`src/rtl/addsub_pkg.sv`:
```
// Shared types and helpers for the streaming multi-word add/subtract unit.
package addsub_pkg;

  typedef enum logic [1:0] {
    ADD  = 2'd0,
    SUB  = 2'd1,
    RSUB = 2'd2,
    ACC  = 2'd3
  } op_e;

  typedef enum logic {
    FIRST = 1'b0,
    MID   = 1'b1
  } state_e;

  // Carry-in for the least-significant word: subtraction forms use +1 of two's complement.
  function automatic logic cin_init(op_e op);
    return (op == SUB) || (op == RSUB);
  endfunction

endpackage

```
`src/rtl/addsub_stream_if.sv`:
```
// Valid/ready input and output beat bundle for addsub_stream.
interface addsub_stream_if #(
  parameter int unsigned WIDTH = 8
);
  import addsub_pkg::*;

  logic             in_valid;
  logic             in_ready;
  logic [WIDTH-1:0] in_a;
  logic [WIDTH-1:0] in_b;
  op_e              in_op;
  logic             in_last;

  logic             out_valid;
  logic             out_ready;
  logic [WIDTH-1:0] out_sum;
  logic             out_last;
  logic             out_carry;
  logic             out_zero;
  logic             out_ovf;

  modport slave (
    input  in_valid, in_a, in_b, in_op, in_last, out_ready,
    output in_ready, out_valid, out_sum, out_last, out_carry, out_zero, out_ovf
  );

  modport master (
    output in_valid, in_a, in_b, in_op, in_last, out_ready,
    input  in_ready, out_valid, out_sum, out_last, out_carry, out_zero, out_ovf
  );

endinterface

```
`src/rtl/addsub_slice.sv`:
```
// Combinational WIDTH-bit adder with optional operand inversion and MSB carry tap.
module addsub_slice #(
  parameter int unsigned WIDTH = 8
) (
  input  logic [WIDTH-1:0] x_i,
  input  logic [WIDTH-1:0] y_i,
  input  logic             cin_i,
  input  logic             inv_x_i,
  input  logic             inv_y_i,
  output logic [WIDTH-1:0] sum_o,
  output logic             cout_o,
  output logic             msb_cin_o
);

  logic [WIDTH-1:0] xe;
  logic [WIDTH-1:0] ye;
  logic [WIDTH:0]   full;

  // Add the (optionally inverted) operands; carry into the MSB is recovered from the MSB sum bit.
  always_comb begin
    xe        = inv_x_i ? ~x_i : x_i;
    ye        = inv_y_i ? ~y_i : y_i;
    full      = (WIDTH + 1)'(xe) + (WIDTH + 1)'(ye) + (WIDTH + 1)'(cin_i);
    sum_o     = full[WIDTH-1:0];
    cout_o    = full[WIDTH];
    msb_cin_o = full[WIDTH-1] ^ xe[WIDTH-1] ^ ye[WIDTH-1];
  end

endmodule

```
`src/rtl/addsub_stream.sv`:
```
// Streaming multi-word add/subtract/accumulate with carry chaining and one output register stage.
module addsub_stream
  import addsub_pkg::*;
#(
  parameter int unsigned WIDTH = 8
) (
  input  logic           clk,
  input  logic           rst,
  addsub_stream_if.slave bus
);

  state_e           state_q, state_d;
  op_e              op_q, op_d;
  logic             carry_q, carry_d;
  logic             wrap_q, wrap_d;
  logic             zero_q, zero_d;
  logic [WIDTH-1:0] acc_q, acc_d;

  logic             out_valid_q, out_valid_d;
  logic [WIDTH-1:0] out_sum_q, out_sum_d;
  logic             out_last_q, out_last_d;
  logic             out_carry_q, out_carry_d;
  logic             out_zero_q, out_zero_d;
  logic             out_ovf_q, out_ovf_d;

  logic             in_ready;
  logic             accept;
  logic             first;
  op_e              cur_op;
  logic             zero_in;
  logic             wrap_in;
  logic             inv_x;
  logic             inv_y;
  logic [WIDTH-1:0] sl_y;
  logic             sl_cin;
  logic [WIDTH-1:0] sl_sum;
  logic             sl_cout;
  logic             sl_msb_cin;
  logic             sum_zero;

  // Handshake and per-beat operand selection; a packet's first beat sees cleared chain state.
  always_comb begin
    in_ready = !rst && (!out_valid_q || bus.out_ready);
    accept   = bus.in_valid && in_ready;
    first    = (state_q == FIRST);
    cur_op   = first ? bus.in_op : op_q;
    zero_in  = first ? 1'b1 : zero_q;
    wrap_in  = first ? 1'b0 : wrap_q;
    inv_x    = (cur_op == SUB);
    inv_y    = (cur_op == RSUB);
    if (cur_op == ACC) begin
      sl_y   = first ? '0 : acc_q;
      sl_cin = 1'b0;
    end else begin
      sl_y   = bus.in_b;
      sl_cin = first ? cin_init(cur_op) : carry_q;
    end
  end

  addsub_slice #(
    .WIDTH(WIDTH)
  ) u_slice (
    .x_i      (bus.in_a),
    .y_i      (sl_y),
    .cin_i    (sl_cin),
    .inv_x_i  (inv_x),
    .inv_y_i  (inv_y),
    .sum_o    (sl_sum),
    .cout_o   (sl_cout),
    .msb_cin_o(sl_msb_cin)
  );

  assign sum_zero = (sl_sum == '0);

  // Next state: packet FSM, chain registers and output register load/drain.
  always_comb begin
    state_d     = state_q;
    op_d        = op_q;
    carry_d     = carry_q;
    wrap_d      = wrap_q;
    zero_d      = zero_q;
    acc_d       = acc_q;
    out_valid_d = out_valid_q && !bus.out_ready;
    out_sum_d   = out_sum_q;
    out_last_d  = out_last_q;
    out_carry_d = out_carry_q;
    out_zero_d  = out_zero_q;
    out_ovf_d   = out_ovf_q;

    if (accept) begin
      state_d = bus.in_last ? FIRST : MID;
      op_d    = cur_op;
      if (cur_op == ACC) begin
        acc_d  = sl_sum;
        wrap_d = wrap_in | sl_cout;
        if (bus.in_last) begin
          out_valid_d = 1'b1;
          out_sum_d   = sl_sum;
          out_last_d  = 1'b1;
          out_carry_d = wrap_in | sl_cout;
          out_zero_d  = sum_zero;
          out_ovf_d   = 1'b0;
        end
      end else begin
        carry_d     = sl_cout;
        zero_d      = zero_in && sum_zero;
        out_valid_d = 1'b1;
        out_sum_d   = sl_sum;
        out_last_d  = bus.in_last;
        out_carry_d = bus.in_last && sl_cout;
        out_zero_d  = bus.in_last && zero_in && sum_zero;
        out_ovf_d   = bus.in_last && (sl_msb_cin ^ sl_cout);
      end
    end
  end

  // State and output registers; reset drops any partial packet.
  always_ff @(posedge clk or posedge rst) begin
    if (rst) begin
      state_q     <= FIRST;
      op_q        <= ADD;
      carry_q     <= 1'b0;
      wrap_q      <= 1'b0;
      zero_q      <= 1'b1;
      acc_q       <= '0;
      out_valid_q <= 1'b0;
      out_sum_q   <= '0;
      out_last_q  <= 1'b0;
      out_carry_q <= 1'b0;
      out_zero_q  <= 1'b0;
      out_ovf_q   <= 1'b0;
    end else begin
      state_q     <= state_d;
      op_q        <= op_d;
      carry_q     <= carry_d;
      wrap_q      <= wrap_d;
      zero_q      <= zero_d;
      acc_q       <= acc_d;
      out_valid_q <= out_valid_d;
      out_sum_q   <= out_sum_d;
      out_last_q  <= out_last_d;
      out_carry_q <= out_carry_d;
      out_zero_q  <= out_zero_d;
      out_ovf_q   <= out_ovf_d;
    end
  end

  assign bus.in_ready  = in_ready;
  assign bus.out_valid = out_valid_q;
  assign bus.out_sum   = out_sum_q;
  assign bus.out_last  = out_last_q;
  assign bus.out_carry = out_carry_q;
  assign bus.out_zero  = out_zero_q;
  assign bus.out_ovf   = out_ovf_q;

endmodule

```
`src/flat_wrapper.sv`:
```
// flat-port wrapper written by rule: the top's interface ports become plain ports
module addsub_stream_flat import addsub_pkg::*;
#(
  parameter int unsigned WIDTH = 8
)
  (clk, rst, bus_in_valid, bus_in_a, bus_in_b, bus_in_op, bus_in_last, bus_out_ready, bus_in_ready, bus_out_valid, bus_out_sum, bus_out_last, bus_out_carry, bus_out_zero, bus_out_ovf);
  addsub_stream_if #(.WIDTH(WIDTH)) bus_i ();
  input  logic clk;
  input  logic rst;
  input wire logic [$bits(bus_i.in_valid)-1:0] bus_in_valid;
  input wire logic [$bits(bus_i.in_a)-1:0] bus_in_a;
  input wire logic [$bits(bus_i.in_b)-1:0] bus_in_b;
  input wire logic [$bits(bus_i.in_op)-1:0] bus_in_op;
  input wire logic [$bits(bus_i.in_last)-1:0] bus_in_last;
  input wire logic [$bits(bus_i.out_ready)-1:0] bus_out_ready;
  output wire logic [$bits(bus_i.in_ready)-1:0] bus_in_ready;
  output wire logic [$bits(bus_i.out_valid)-1:0] bus_out_valid;
  output wire logic [$bits(bus_i.out_sum)-1:0] bus_out_sum;
  output wire logic [$bits(bus_i.out_last)-1:0] bus_out_last;
  output wire logic [$bits(bus_i.out_carry)-1:0] bus_out_carry;
  output wire logic [$bits(bus_i.out_zero)-1:0] bus_out_zero;
  output wire logic [$bits(bus_i.out_ovf)-1:0] bus_out_ovf;
  assign bus_i.in_valid = bus_in_valid;
  assign bus_i.in_a = bus_in_a;
  assign bus_i.in_b = bus_in_b;
  assign bus_i.in_op = bus_in_op;
  assign bus_i.in_last = bus_in_last;
  assign bus_i.out_ready = bus_out_ready;
  assign bus_in_ready = bus_i.in_ready;
  assign bus_out_valid = bus_i.out_valid;
  assign bus_out_sum = bus_i.out_sum;
  assign bus_out_last = bus_i.out_last;
  assign bus_out_carry = bus_i.out_carry;
  assign bus_out_zero = bus_i.out_zero;
  assign bus_out_ovf = bus_i.out_ovf;
  addsub_stream #(.WIDTH(WIDTH)) u_core (.clk(clk), .rst(rst), .bus(bus_i));
endmodule
```
`config.mk`:
```
export PLATFORM = sky130hd
export DESIGN_NAME = addsub_stream_flat
export DESIGN_NICKNAME = d
export VERILOG_FILES = /design/src/rtl/addsub_pkg.sv /design/src/rtl/addsub_stream_if.sv /design/src/rtl/addsub_slice.sv /design/src/rtl/addsub_stream.sv /design/src/flat_wrapper.sv
export SDC_FILE = /design/constraint.sdc
export NUM_CORES = 1
export LEC_CHECK = 0
export ABC_AREA = 1
export CELL_PAD_IN_SITES_DETAIL_PLACEMENT = 0
export CELL_PAD_IN_SITES_GLOBAL_PLACEMENT = 2
export CORE_ASPECT_RATIO = 1.4
export CORE_MARGIN = 2
export CORE_UTILIZATION = 30
export CTS_CLUSTER_SIZE = 30
export DETAILED_ROUTE_END_ITERATION = 16
export PLACE_DENSITY = 0.83
export SYNTH_ARGS = -nofsm -noshare
export SYNTH_HDL_FRONTEND = slang
export SYNTH_SLANG_ARGS = --single-unit
```
`constraint.sdc`:
```
create_clock -name clk -period 9.4 [get_ports clk]
set_input_delay 0.94 -clock clk [delete_from_list [all_inputs] [get_ports clk]]
set_output_delay 0.94 -clock clk [all_outputs]
set_load 0.02 [all_outputs]
```
Yosys cells after proc, flatten, opt, wreduce, memory -nomap -nowiden
Cells that the tools add are included.
{"block": "classes", "muxes": 23, "bitwise": 7, "eq_ne": 4, "add_sub_neg": 2, "n_reduce_logical": 17}
{"cell": "$mux W8", "n": 6}
{"cell": "$mux W1", "n": 16}
{"cell": "$not A8 Y8", "n": 2}
{"cell": "$add A8 B8 Y9", "n": 1}
{"cell": "$add A9 B1 Y9", "n": 1}
{"cell": "$logic_and A1 B1 Y1", "n": 8}
{"cell": "$logic_not A8 Y1", "n": 1}
{"cell": "$reduce_and A2 Y1", "n": 3}
{"cell": "$eq A2 B2 Y1 const B", "n": 2}
{"cell": "$logic_not A1 Y1", "n": 3}
{"cell": "$xor A1 B1 Y1", "n": 3}
{"cell": "$eq A2 B1 Y1 const B", "n": 1}
{"cell": "$logic_or A1 B1 Y1", "n": 2}
{"cell": "$mux W2", "n": 1}
{"cell": "$ne A2 B2 Y1 const B", "n": 1}
{"cell": "$not A1 Y1", "n": 1}
{"cell": "$or A1 B1 Y1", "n": 1}
{"block": "totals", "register_bits": 27, "out_inout_bits": 14}

Depth between registers and ports, before layout
Gate-level depths: netlist of run 1.
{"block": "logic_depth", "ltp_word": 12, "mapped_depth": 23}

By module
Synthesis of run 1 repeated with hierarchy kept, for this count alone.
{"block": "unflattened", "hier_cells": 249, "hier_area_um2": 1951.9}
{"module": "addsub_stream", "instances": 1, "area_per_inst_um2": 1352.5, "cells_each": 168}
{"module": "addsub_slice", "instances": 1, "area_per_inst_um2": 599.3, "cells_each": 81}

Worst setup path before layout of run 1
Ideal clock, no wire load.
{"block": "synth_path", "path_kind": "input -> register", "from": "input bus_in_op[0]", "to": "register u_core.out_carry_q (netlist: u_core.bus.out_carry)", "setup_time_ns": 0.123, "t_arrival_ns": 3.454, "path_stages": 15, "path_slack_ns": 5.823, "required_time_ns": 9.277, "path_cell_list": "o21ai_0 > inv_1 > ha_1 > buf_4 > nand2_1 > o21ai_0 > xor2_1 > fa_1 > fa_1 > nand3_1 > nand2_1 > a21oi_1 > inv_1 > o21ai_0 > nand2_1"}
{"block": "synth_between", "elab_chain_len": 10, "word_cells_on_any_way": 19, "cone_classes": "add/sub (2); eq/ne (4); mux (8); bitwise (2); reduce/logical (3)"}
{"item": "start, declared", "line_no": "flat_wrapper.sv:13", "source": "input wire logic [$bits(bus_i.in_op)-1:0] bus_in_op;"}
{"item": "$mux W2 (*)", "line_no": "addsub_stream.sv:46", "source": "cur_op = first ? bus.in_op : op_q;"}
{"item": "named net u_core.cur_op[0]", "line_no": "addsub_stream.sv:29", "source": "op_e cur_op;"}
{"item": "$eq A2 B2 Y1", "line_no": "addsub_stream.sv:51, addsub_stream.sv:93"}
{"item": "$mux W8", "line_no": "addsub_stream.sv:51", "source": "if (cur_op == ACC) begin"}
{"item": "$not A8 Y8", "line_no": "addsub_slice.sv:22", "source": "ye = inv_y_i ? ~y_i : y_i;"}
{"item": "$mux W8", "line_no": "addsub_slice.sv:22"}
{"item": "$add A8 B8 Y9", "line_no": "addsub_slice.sv:23", "source": "full = (WIDTH + 1)'(xe) + (WIDTH + 1)'(ye) + (WIDTH + 1)'(cin_i);"}
{"item": "$add A9 B1 Y9", "line_no": "addsub_slice.sv:23"}
{"item": "$or A1 B1 Y1", "line_no": "addsub_stream.sv:100", "source": "out_carry_d = wrap_in | sl_cout;"}
{"item": "$mux W1", "line_no": "addsub_stream.sv:96", "source": "if (bus.in_last) begin"}
{"item": "$mux W1", "line_no": "addsub_stream.sv:93", "source": "if (cur_op == ACC) begin"}
{"item": "end signal, assigned", "line_no": "addsub_stream.sv:142", "source": "out_carry_q <= out_carry_d;"}
{"item": "end, declared", "line_no": "addsub_stream.sv:22", "source": "logic out_carry_q, out_carry_d;"}
The timed path passes the listed nets; every way through them passes the cells marked *. The select of a mux whose other input is x is not followed.
A chain may end at the register's enable or synchronous reset.

Worst setup path in the final report of run 1
Ends and elaborated chain as after synthesis.

==> out/qor.csv, run 1 <==
stage,metric,value,unit
status,outcome,"finished, final reports clean",
global_routing,grtUsageTotal,14.8,%
setup_path,endpoint_kind,register,
global_routing,grtUsageMet3,1.14,%
global_routing,grt.busiest_layer,met2,
clock_network,cts_hold_buf,0,
drt,drc,0,
logic_synthesis,yosysWarningCount,0,
setup_path,critical_path_required,9.56,ns
power_and_ir_drop,seqPwrFrac,23.9,%
floorplan,core_area,0.00613,mm2
sta,finalCriticalPeriod,4.24,ns
global_routing,grt_use_met1,18.7,%
logic_synthesis,ys_seq_area_share,36.1,%
logic_synthesis,syn_avg_cell_area,7.71,um2
sta,rsz0062_at_grt,no,
drt,drt_iter0_drc,95,
cells_and_area,finalNetCount,313,
drt,vias,1607,
floorplan,ios,37,
run,drv_cap,0,
logic_synthesis,synth_seq_cells,27,
logic_synthesis,synth_cell_types,32,
sta,fin_setup_tns,0,ns
placement,io_buffers,36,
setup_path,path_max_fanout,9,
clock_network,cts_root_buf,clkbuf_8,
placement,gp_congestion,0.849,
clock_network,path_clk_slew,0.09,ns
placement,dpl.hpwl,3920,um
clock_network,clock_sink_count,27,
clock_network,cts_inserted_buffers,3,
cells_and_area,mostFrequentLayoutCells,"75 x nand2_1, 36 x clkdlybuf4s50_1, 26 x dfrtp_1",
clock_network,post_cts_resized,0,
power_and_ir_drop,power_density,352,mW/mm2
sta,period_share,45.1,%
clock_network,cts_setup_buffers,0,
global_routing,antenna_found_initial,0,
sta,final_hold_viol_count,0,
clock_network,cts_buffer_depth,2,
cells_and_area,mostFrequentLayoutCell,nand2_1,
sta,slew_headroom,28.1,%
global_routing,grt_max_degree,28,
cells_and_area,diodes,0,
cells_and_area,area.growth.synth_to_final,23.7,%
power_and_ir_drop,internal_power,0.000406,W
global_routing,use_met2,26.3,%
drt,drt_first_pass_iters,4,
sta,drv_slew,0,
setup_path,arrival,4.40,ns
cells_and_area,drive_above_1_share,6.50,%
cells_and_area,final_core_util,37.8,%
placement,dpl_worst_slack,4.81,ns
floorplan,die_area,0.00690,mm2
clock_network,tritoncts,done,
sta,fmax,0.236,GHz
power_and_ir_drop,p_leak,1.17,nW
floorplan,num_rows,34,
floorplan,die_x,70.8,um
sta,tightestPinTransition,1.08,ns
drt,avgRoutedWirePerCell,13.8,um
drt,ant_nets,0,
drt,vias_per_cell,4.60,
floorplan,start_util,30.6,%
sta,fin_skew,0.00897,ns
logic_synthesis,synth_cells,243,
power_and_ir_drop,comb_power_share,67.6,%
power_and_ir_drop,ir_drop,167,uV
setup_path,critPathKind,in2reg,
logic_synthesis,synth_nets,278,
power_and_ir_drop,p_sw,0.000409,W
clock_network,cts_max_level,1,
logic_synthesis,synth_area,0.00187,mm2
power_and_ir_drop,switching_share,50.2,%
setup_path,cp-start-kind,input port,
sta,setup_viol,0,
clock_network,clkLatencyLatePin,0.28,ns
floorplan,chipHeight,97.5,um
drt,drt_wl_total,4830,um
power_and_ir_drop,pwr-share-clk,8.5,%
global_routing,grt_pass1_vias,1578,
global_routing,grt_pass1_wl,8030,um
min_path,min_path_type,reg2reg,
global_routing,overflow,0,
sta,fin_ws,5.16,ns
-- worst max-delay path: stages --
cell	delay, ns
clkdlybuf4s50_1	0.45
o21ai_0	0.12
inv_1	0.12
ha_1	0.40
nand2_1	0.18
o21ai_0	0.24
xor2_1	0.12
fa_1	0.46
fa_1	0.43
nand3_1	0.14
nand2_1	0.08
a21oi_1	0.33
inv_1	0.10
o21ai_0	0.22
nand2_1	0.07
-- area by class of cell --
class,instances,area [um2]
sequential,27,677
tap,72,90.1
inverter,27,104
fill,657,3810
timing repair buffer,36,360
clock buffer,4,45.0
multi-input combinational,183,1040
-- power by group through the flow --
stage | clock, W | combinational, W | sequential, W
after floorplan | 0 | 0.000372 | 0.000215
after global placement | 0 | 0.000561 | 0.000196
after detailed placement | 0 | 0.000557 | 0.000198
after CTS | 0.0000702 | 0.000560 | 0.000196
after global routing | 0.0000745 | 0.000626 | 0.000201
final | 0.0000690 | 0.000552 | 0.000195
-- metrics by stage --
step | instance area (um2) | power, W | instances | hold slack, ns
2_1_floorplan | 1870 | 0.000587 | 243 | 0.446
3_3_place_gp | 2270 | 0.000757 | 345 | 0.467
3_5_place_dp | 2270 | 0.000755 | 345 | 0.466
4_1_cts | 2320 | 0.000826 | 349 | 0.490
5_1_grt | 2320 | 0.000902 | 349 | 0.518
6_report | 2320 | 0.000816 | 349 | 0.487
-- Yosys cell counts --
master / n / area share (%)
a21oi_2: 1 / 0.47
nor3_1: 1 / 0.27
a21oi_4: 1 / 0.87
buf_4: 1 / 0.40
o21bai_1: 1 / 0.40
nand3_2: 1 / 0.53
nor2_2: 3 / 1.0
nand3b_1: 1 / 0.40
nand2_1: 75 / 15
nand2_2: 1 / 0.33
buf_2: 2 / 0.53
inv_4: 1 / 0.33
nand4_1: 1 / 0.33
dfstp_2: 1 / 1.4
xnor2_1: 2 / 0.94
nor2_4: 1 / 0.60
nand3_1: 17 / 4.5
nand2_4: 2 / 1.2
or2_2: 2 / 0.67
dfrtp_1: 26 / 35
fa_1: 2 / 2.1
o31ai_1: 1 / 0.40
a31oi_1: 1 / 0.33
nor2_1: 8 / 1.6
o21ai_0: 23 / 6.1
buf_6: 3 / 1.8
inv_2: 1 / 0.20
xor2_1: 16 / 7.5
ha_1: 10 / 6.7
a21oi_1: 9 / 2.4
o21ai_1: 3 / 0.80
inv_1: 25 / 5.0
-- state kept, by name, summed over array words and instances (netlist names) --
signal / flops
u_core.acc_q: 8
u_core.bus.out_carry: 1
u_core.bus.out_last: 1
u_core.bus.out_ovf: 1
u_core.bus.out_sum: 8
u_core.bus.out_valid: 1
u_core.bus.out_zero: 1
u_core.carry_q: 1
u_core.op_q: 2
u_core.state_q: 1
u_core.wrap_q: 1
u_core.zero_q: 1
-- cell families (layout without fill, tap and decap cells) --
family          Yosys count  in the layout  synth area share [%]
xor+xnor                 18             18                  8.42
fa+ha+maj                12             12                  8.82
flops                    27             27                  36.1
simple gates            113            113                  26.5
buf+inv                  33             67                  8.28
compound gates           40             40                  11.8
-- final timing paths --
| check | start | end | slack (ns) | cells past startpoint |
|---|---|---|---|---|
| max in group asynchronous | rst | u_core.bus.out_sum[7]$_DFFE_PP0P_ | 7.44 | 2 |
| max reg2reg | u_core.state_q$_DFFE_PP0P_ | u_core.bus.out_carry$_DFFE_PP0P_ | 5.36 | 16 |
| min | u_core.bus.out_sum[1]$_DFFE_PP0P_ | u_core.bus.out_sum[1]$_DFFE_PP0P_ | 0.49 | 2 |
| min reg2reg | u_core.bus.out_sum[1]$_DFFE_PP0P_ | u_core.bus.out_sum[1]$_DFFE_PP0P_ | 0.49 | 2 |
| max | bus_in_op[0] | u_core.bus.out_carry$_DFFE_PP0P_ | 5.16 | 15 |
| min in group asynchronous | rst | u_core.bus.out_sum[0]$_DFFE_PP0P_ | 1.31 | 2 |
-- routing by layer --
layer	vias to the layer above	wire [um]
met3	4	153
met5	-	0
met2	35	2600
li1	845	-
met1	723	2020
met4	0	52
(Power assumes the default switching activity.)
==> run 2, diff against run 1 <==
--- a/config.mk
+++ b/config.mk
@@ -10,10 +10,10 @@
 export CELL_PAD_IN_SITES_GLOBAL_PLACEMENT = 2
 export CORE_ASPECT_RATIO = 1.4
 export CORE_MARGIN = 2
-export CORE_UTILIZATION = 30
+export CORE_UTILIZATION = 29
 export CTS_CLUSTER_SIZE = 30
 export DETAILED_ROUTE_END_ITERATION = 16
-export PLACE_DENSITY = 0.83
+export PLACE_DENSITY = 0.81
 export SYNTH_ARGS = -nofsm -noshare
 export SYNTH_HDL_FRONTEND = slang
 export SYNTH_SLANG_ARGS = --single-unit
==> constraint.sdc (replaced) <==
create_clock -name clk -period 3.9 [get_ports clk]
set_input_delay 0.39 -clock clk [delete_from_list [all_inputs] [get_ports clk]]
set_output_delay 0.39 -clock clk [all_outputs]
set_load 0.02 [all_outputs]
==> out/qor.csv, run 2 (synthesis results as in run 1) <==
stage,metric,value,unit,change
setup_path,slowest_delay,0.44,ns,-0.02 ns
drt,drt_iter0_drc,85,,-11%
setup_path,slowest_stage,fa_1,,
power_and_ir_drop,power_density,858,mW/mm2,+140%
setup_path,reg2reg_to,u_core.bus.out_carry$_DFFE_PP0P_,,
sta,finalCriticalPeriod,3.61,ns,
clock_network,clock_sink_count,27,,unchanged
placement,dpl_worst_slack,-0.0204,ns,-4.83 ns
setup_path,path_max_fanout,7,,-2
sta,fin_ws,0.295,ns,-4.87 ns
clock_network,cts_inserted_buffers,3,,unchanged
sta,fmax,0.277,GHz,
floorplan,core_area,0.00625,mm2,+2.1%
sta,fin_setup_tns,0,ns,unchanged
placement,dpl.hpwl,3840,um,-2.1%
clock_network,clkLatencyLatePin,0.27,ns,about the same
floorplan,die_x,71.9,um,+1.6%
sta,slew_headroom,29.8,%,+1.6 points
placement,gp_congestion,0.890,,+4.9%
clock_network,post_cts_resized,0,,unchanged
clock_network,cts_buffer_depth,2,,unchanged
drt,drt_first_pass_iters,4,,unchanged
placement,io_buffers,36,,unchanged
clock_network,path_clk_slew,0.10,ns,about the same
global_routing,grtUsageTotal,14.2,%,-0.61 points
setup_path,arrival,3.77,ns,-0.63 ns
power_and_ir_drop,p_leak,1.19,nW,+2.5%
setup_path,endpoint_kind,register,,
sta,rsz0062_at_grt,no,,
drt,vias,1623,,+1.0%
setup_path,rrSetupSlack,0.29,ns,-5.07 ns
sta,fin_skew,0.00485,ns,-0.00412 ns
sta,drv_slew,0,,unchanged
power_and_ir_drop,power,0.00203,W,+150%
global_routing,grt_pass1_vias,1581,,+0.19%
global_routing,grt_max_degree,28,,unchanged
setup_path,cp-startpoint,u_core.state_q$_DFFE_PP0P_,,
floorplan,ios,37,,unchanged
drt,ant_nets,0,,unchanged
clock_network,cts_hold_buf,0,,unchanged
setup_path,endpoint,u_core.bus.out_carry$_DFFE_PP0P_,,
drt,drt_wl_total,4730,um,-1.9%
global_routing,antenna_found_initial,0,,unchanged
global_routing,grt_pass1_wl,7830,um,-2.5%
sta,setup_viol,0,,unchanged
clock_network,cts_root_buf,clkbuf_8,,
sta,hold_slack,0.489,ns,+0.00246 ns
power_and_ir_drop,ir_drop,346,uV,+110%
drt,drc,0,,unchanged
setup_path,worstPathCellList,inv_1 > or2_2 > o21ai_0 > inv_1 > ha_1 > nand2_1 > o21ai_0 > xor2_1 > fa_1 > fa_1 > nand3_1 > nand2_1 > a21oi_2 > inv_1 > o21ai_0 > nand2_1,,
cells_and_area,area.growth.synth_to_final,26.5,%,
sta,final_hold_viol_count,0,,unchanged
cells_and_area,diodes,0,,unchanged
drt,vias_per_cell,4.57,,-0.71%
global_routing,overflow,0,,unchanged
cells_and_area,fillers,664,,+1.1%
min_path,min_path_type,reg2reg,,
status,outcome,"finished, final reports clean",,
floorplan,chipHeight,99.1,um,+1.6%
cells_and_area,mostFrequentLayoutCell,nand2_1,,
setup_path,critPathKind,reg2reg,,
setup_path,cp-start-kind,register,,
sta,period_share,92.4,%,
clock_network,cts_setup_buffers,0,,unchanged
run,drv_cap,0,,unchanged
min_path,holdPathStages,2,,unchanged
setup_path,rr_startpoint,u_core.state_q$_DFFE_PP0P_,,
cells_and_area,drive_above_1_share,9.19,%,+2.7 points
setup_path,critical_path_required,4.06,ns,-5.50 ns
floorplan,num_rows,34,,unchanged
floorplan,start_util,30.0,%,-0.62 points
sta,tightestPinTransition,1.05,ns,-0.0242 ns
floorplan,die_area,0.00713,mm2,+3.3%
cells_and_area,final_core_util,37.9,%,+0.068 points
cells_and_area,mostFrequentLayoutCells,"75 x nand2_1, 36 x clkdlybuf4s50_1, 26 x dfrtp_1",,
clock_network,tritoncts,done,,
setup_path,r2r_cells,16,,unchanged
drt,avgRoutedWirePerCell,13.3,um,-3.6%
clock_network,cts_max_level,1,,unchanged
cells_and_area,finalNetCount,319,,+1.9%
[run 2: area by class of cell]
| cell class | count | area [um2] | area share (%) |
|---|---|---|---|
| clock buffer | 3 | 41.3 | 1.74 |
| sequential | 27 | 677 | 28.6 |
| tap | 72 | 90.1 | 3.80 |
| timing repair buffer | 42 | 405 | 17.1 |
| inverter | 27 | 104 | 4.38 |
| multi-input combinational | 183 | 1040 | 44.1 |
| clock inverter | 1 | 7.51 | 0.317 |
[run 2: where the power goes]
part | internal, W | switching (W) | total, W
logic | 0.000551 | 0.000859 | 0.00141
registers | 0.000399 | 0.0000570 | 0.000456
clock network | 0.0000725 | 0.0000940 | 0.000167
total | 0.00102 | 0.00101 | 0.00203
[run 2: critical path, delay by kind of cell, from the launching register on]
| family | cells | cell delay (ns) |
|---|---|---|
| compound gates | 4 | 0.76 |
| xor+xnor | 1 | 0.17 |
| fa+ha+maj | 3 | 1.15 |
| buf+inv | 3 | 0.32 |
| flops | 1 | 0.36 |
| simple gates | 5 | 0.76 |
[run 2: metrics by stage]
step	area [um2]	std cells
3_5_place_dp	2320	351
6_report	2370	355
4_1_cts	2370	355
5_1_grt	2370	355
2_1_floorplan	1870	243
3_3_place_gp	2320	351
[run 2: worst min-delay path by stage]
stage                                       from                                 to  slack (ns)
2_1_floorplan                                rst        u_core.acc_q[0]$_DFFE_PP0P_        0.44
4_1_cts               u_core.op_q[0]$_DFFE_PP0P_         u_core.op_q[0]$_DFFE_PP0P_        0.49
5_1_grt               u_core.carry_q$_DFFE_PP0P_         u_core.carry_q$_DFFE_PP0P_        0.52
3_5_place_dp   u_core.bus.out_sum[1]$_DFFE_PP0P_  u_core.bus.out_sum[1]$_DFFE_PP0P_        0.47
3_3_place_gp     u_core.bus.out_last$_DFFE_PP0P_    u_core.bus.out_last$_DFFE_PP0P_        0.47
6_report              u_core.op_q[0]$_DFFE_PP0P_         u_core.op_q[0]$_DFFE_PP0P_        0.49
[run 2: per-layer routing]
layer	wire length, um	up-vias	GRT usage [%]
li1	-	855	-
met1	2040	737	17.4
met2	2500	29	26.1
met3	141	2	1.42
met4	51	0	3.92
met5	0	-	0
==> run 3, diff against run 2 <==
--- a/config.mk
+++ b/config.mk
@@ -8,7 +8,7 @@
 export ABC_AREA = 1
 export CELL_PAD_IN_SITES_DETAIL_PLACEMENT = 0
 export CELL_PAD_IN_SITES_GLOBAL_PLACEMENT = 2
-export CORE_ASPECT_RATIO = 1.4
+export CORE_ASPECT_RATIO = 1.25
 export CORE_MARGIN = 2
 export CORE_UTILIZATION = 29
 export CTS_CLUSTER_SIZE = 30
==> out/qor.csv, run 3 (synthesis results as in run 1) <==
stage,metric,value,unit,change
status,outcome,"finished, final reports clean",,
min_path,min_path_type,reg2reg,,
min_path,hp-start,u_core.carry_q$_DFFE_PP0P_,,
cells_and_area,mostFrequentLayoutCells,"75 x nand2_1, 36 x clkdlybuf4s50_1, 26 x dfrtp_1",,
setup_path,critical_path_required,4.08,ns,+0.02 ns
drt,vias_per_cell,4.53,,-0.86%
setup_path,cp_top_family,adder cells,,
clock_network,path_clk_slew,0.11,ns,about the same
drt,drc,0,,unchanged
global_routing,grtUsageMet3,1.39,%,-0.024 points
clock_network,clock_sink_count,27,,unchanged
setup_path,rr_startpoint,u_core.state_q$_DFFE_PP0P_,,
setup_path,arrival,3.71,ns,-0.06 ns
setup_path,r2r_cells,16,,unchanged
placement,dpl.hpwl,3820,um,-0.36%
floorplan,num_rows,32,,-5.9%
power_and_ir_drop,power_density,868,mW/mm2,+1.2%
clock_network,cts_inserted_buffers,3,,unchanged
setup_path,critPathKind,reg2reg,,
global_routing,grt_pass1_vias,1681,,+6.3%
sta,finalCriticalPeriod,3.53,ns,-0.0767 ns
cells_and_area,area.growth.synth_to_final,28.1,%,
global_routing,grtUsageTotal,14.5,%,+0.28 points
sta,fin_setup_tns,0,ns,unchanged
clock_network,cts_max_level,1,,unchanged
drt,drt_wl_total,4670,um,-1.4%
cells_and_area,diodes,0,,unchanged
setup_path,endpoint_kind,register,,
setup_path,endpoint,u_core.bus.out_carry$_DFFE_PP0P_,,
setup_path,cp-startpoint,u_core.state_q$_DFFE_PP0P_,,
cells_and_area,drive_above_1_share,9.82,%,+0.64 points
setup_path,crit_cells,16,,unchanged
drt,ant_nets,0,,unchanged
floorplan,chipHeight,93.9,um,-5.3%
sta,hold_slack,0.489,ns,+0.00000800 ns
floorplan,die_area,0.00712,mm2,about the same
cells_and_area,design_area,0.00240,mm2,+1.3%
setup_path,reg2reg_to,u_core.bus.out_carry$_DFFE_PP0P_,,
drt,avgRoutedWirePerCell,12.6,um,-5.4%
setup_path,path_buf_inv,3,,unchanged
global_routing,grt_max_degree,28,,unchanged
cells_and_area,mostFrequentLayoutCell,nand2_1,,
sta,setup_viol,0,,unchanged
clock_network,cts_buffer_depth,2,,unchanged
setup_path,worstPathCellList,inv_1 > or2_2 > o21ai_0 > inv_1 > ha_2 > nand2_1 > o21ai_0 > xor2_1 > fa_1 > fa_1 > nand3_1 > nand2_1 > a21oi_1 > inv_1 > o21ai_0 > nand2_1,,
sta,slew_headroom,31.6,%,+1.8 points
global_routing,antenna_found_initial,0,,unchanged
power_and_ir_drop,p_leak,1.20,nW,+0.60%
setup_path,cp-start-kind,register,,
floorplan,start_util,30.2,%,+0.23 points
drt,drt_first_pass_iters,4,,unchanged
sta,period_share,90.5,%,-2.0 points
clock_network,post_cts_resized,0,,unchanged
sta,drv_slew,0,,unchanged
setup_path,slowest_delay,0.45,ns,about the same
sta,fmax,0.283,GHz,+2.2%
global_routing,grt_use_met1,18.3,%,+0.98 points
clock_network,cts_root_buf,clkbuf_8,,
sta,tightestPinTransition,1.03,ns,-0.0272 ns
floorplan,ios,37,,unchanged
setup_path,path_max_fanout,9,,+2
placement,io_buffers,36,,unchanged
clock_network,tritoncts,done,,
setup_path,slowest_stage,fa_1,,
power_and_ir_drop,ir_drop,328,uV,-5.0%
global_routing,grt_pass1_wl,7840,um,about the same
global_routing,grt.busiest_layer,met2,,
cells_and_area,finalNetCount,321,,+0.63%
placement,place_area,0.00235,mm2,+1.3%
clock_network,clkLatencyLatePin,0.28,ns,about the same
run,drv_cap,0,,unchanged
cells_and_area,regArea,677,um2,unchanged
cells_and_area,multi_input_area,0.00104,mm2,-0.12%
placement,gp_congestion,0.849,,-4.7%
drt,drt_iter0_drc,54,,-36%
global_routing,use_met2,25.7,%,-0.35 points
setup_path,rrSetupSlack,0.37,ns,+0.08 ns
sta,fin_skew,0.00221,ns,-0.00264 ns
sta,final_hold_viol_count,0,,unchanged
clock_network,cts_hold_buf,0,,unchanged
clock_network,cts_setup_buffers,0,,unchanged
floorplan,core_area,0.00621,mm2,-0.76%
global_routing,overflow,0,,unchanged
sta,rsz0062_at_grt,no,,
floorplan,die_x,75.9,um,+5.5%
drt,vias,1677,,+3.3%
cells_and_area,fillers,668,,+0.60%
==> run 3: cell types whose count changed in the layout (fill, tap and decap cells not counted), sizes merged <==
cell / delta
buf: +2
==> run 3: metal layers <==
metal,up-vias,part of all wire [%],wire length [um]
li1,857,-,-
met1,786,43,2010
met2,30,53,2480
met3,4,2.7,127
met4,0,0.96,45
met5,-,0,0
==> run 3: worst min path at each step <==
stage	to	slack (ns)	cells past startpoint
2_1_floorplan	u_core.acc_q[0]$_DFFE_PP0P_	0.44	1
5_1_grt	u_core.bus.out_ovf$_DFFE_PP0P_	0.53	2
6_report	u_core.carry_q$_DFFE_PP0P_	0.49	2
3_5_place_dp	u_core.carry_q$_DFFE_PP0P_	0.47	2
3_3_place_gp	u_core.bus.out_sum[2]$_DFFE_PP0P_	0.47	2
4_1_cts	u_core.carry_q$_DFFE_PP0P_	0.49	2
==> run 3: worst reg2reg max path: cells and delay by family (launching register included) <==
kind                     cells  cell delay, ns
AND/OR/NAND/NOR              5            0.55
XOR/XNOR                     1            0.12
AO/OA/AOI/OAI                4            0.81
adder cells (fa/ha/maj)      3            1.18
flip-flops                   1            0.39
buffers and inverters        3            0.37
==> run 3: power by group <==
group          switching [W]  total [W]  internal [W]
Combinational       0.000853    0.00145      0.000593
Sequential         0.0000637   0.000463      0.000399
Clock               0.000101   0.000174     0.0000728
==> run 3: final cells by class <==
type	count	area share, %
flip-flops and latches	27	28.2
multi-input cells	183	43.5
repair buffers	44	17.5
inverters	27	4.33
clock inverters	1	0.313
clock buffers	3	1.72
well taps	85	4.43
==> run 3: stage by stage <==
step           utilization [%]  total power, W  std cells  setup WS (ns)
6_report                  38.7         0.00208        370          0.371
3_5_place_dp              37.8         0.00193        366         0.0793
4_1_cts                   38.6         0.00211        370          0.231
2_1_floorplan                -         0.00141        243          0.552
5_1_grt                   38.7         0.00232        370         0.0309
3_3_place_gp              37.8         0.00194        366          0.207
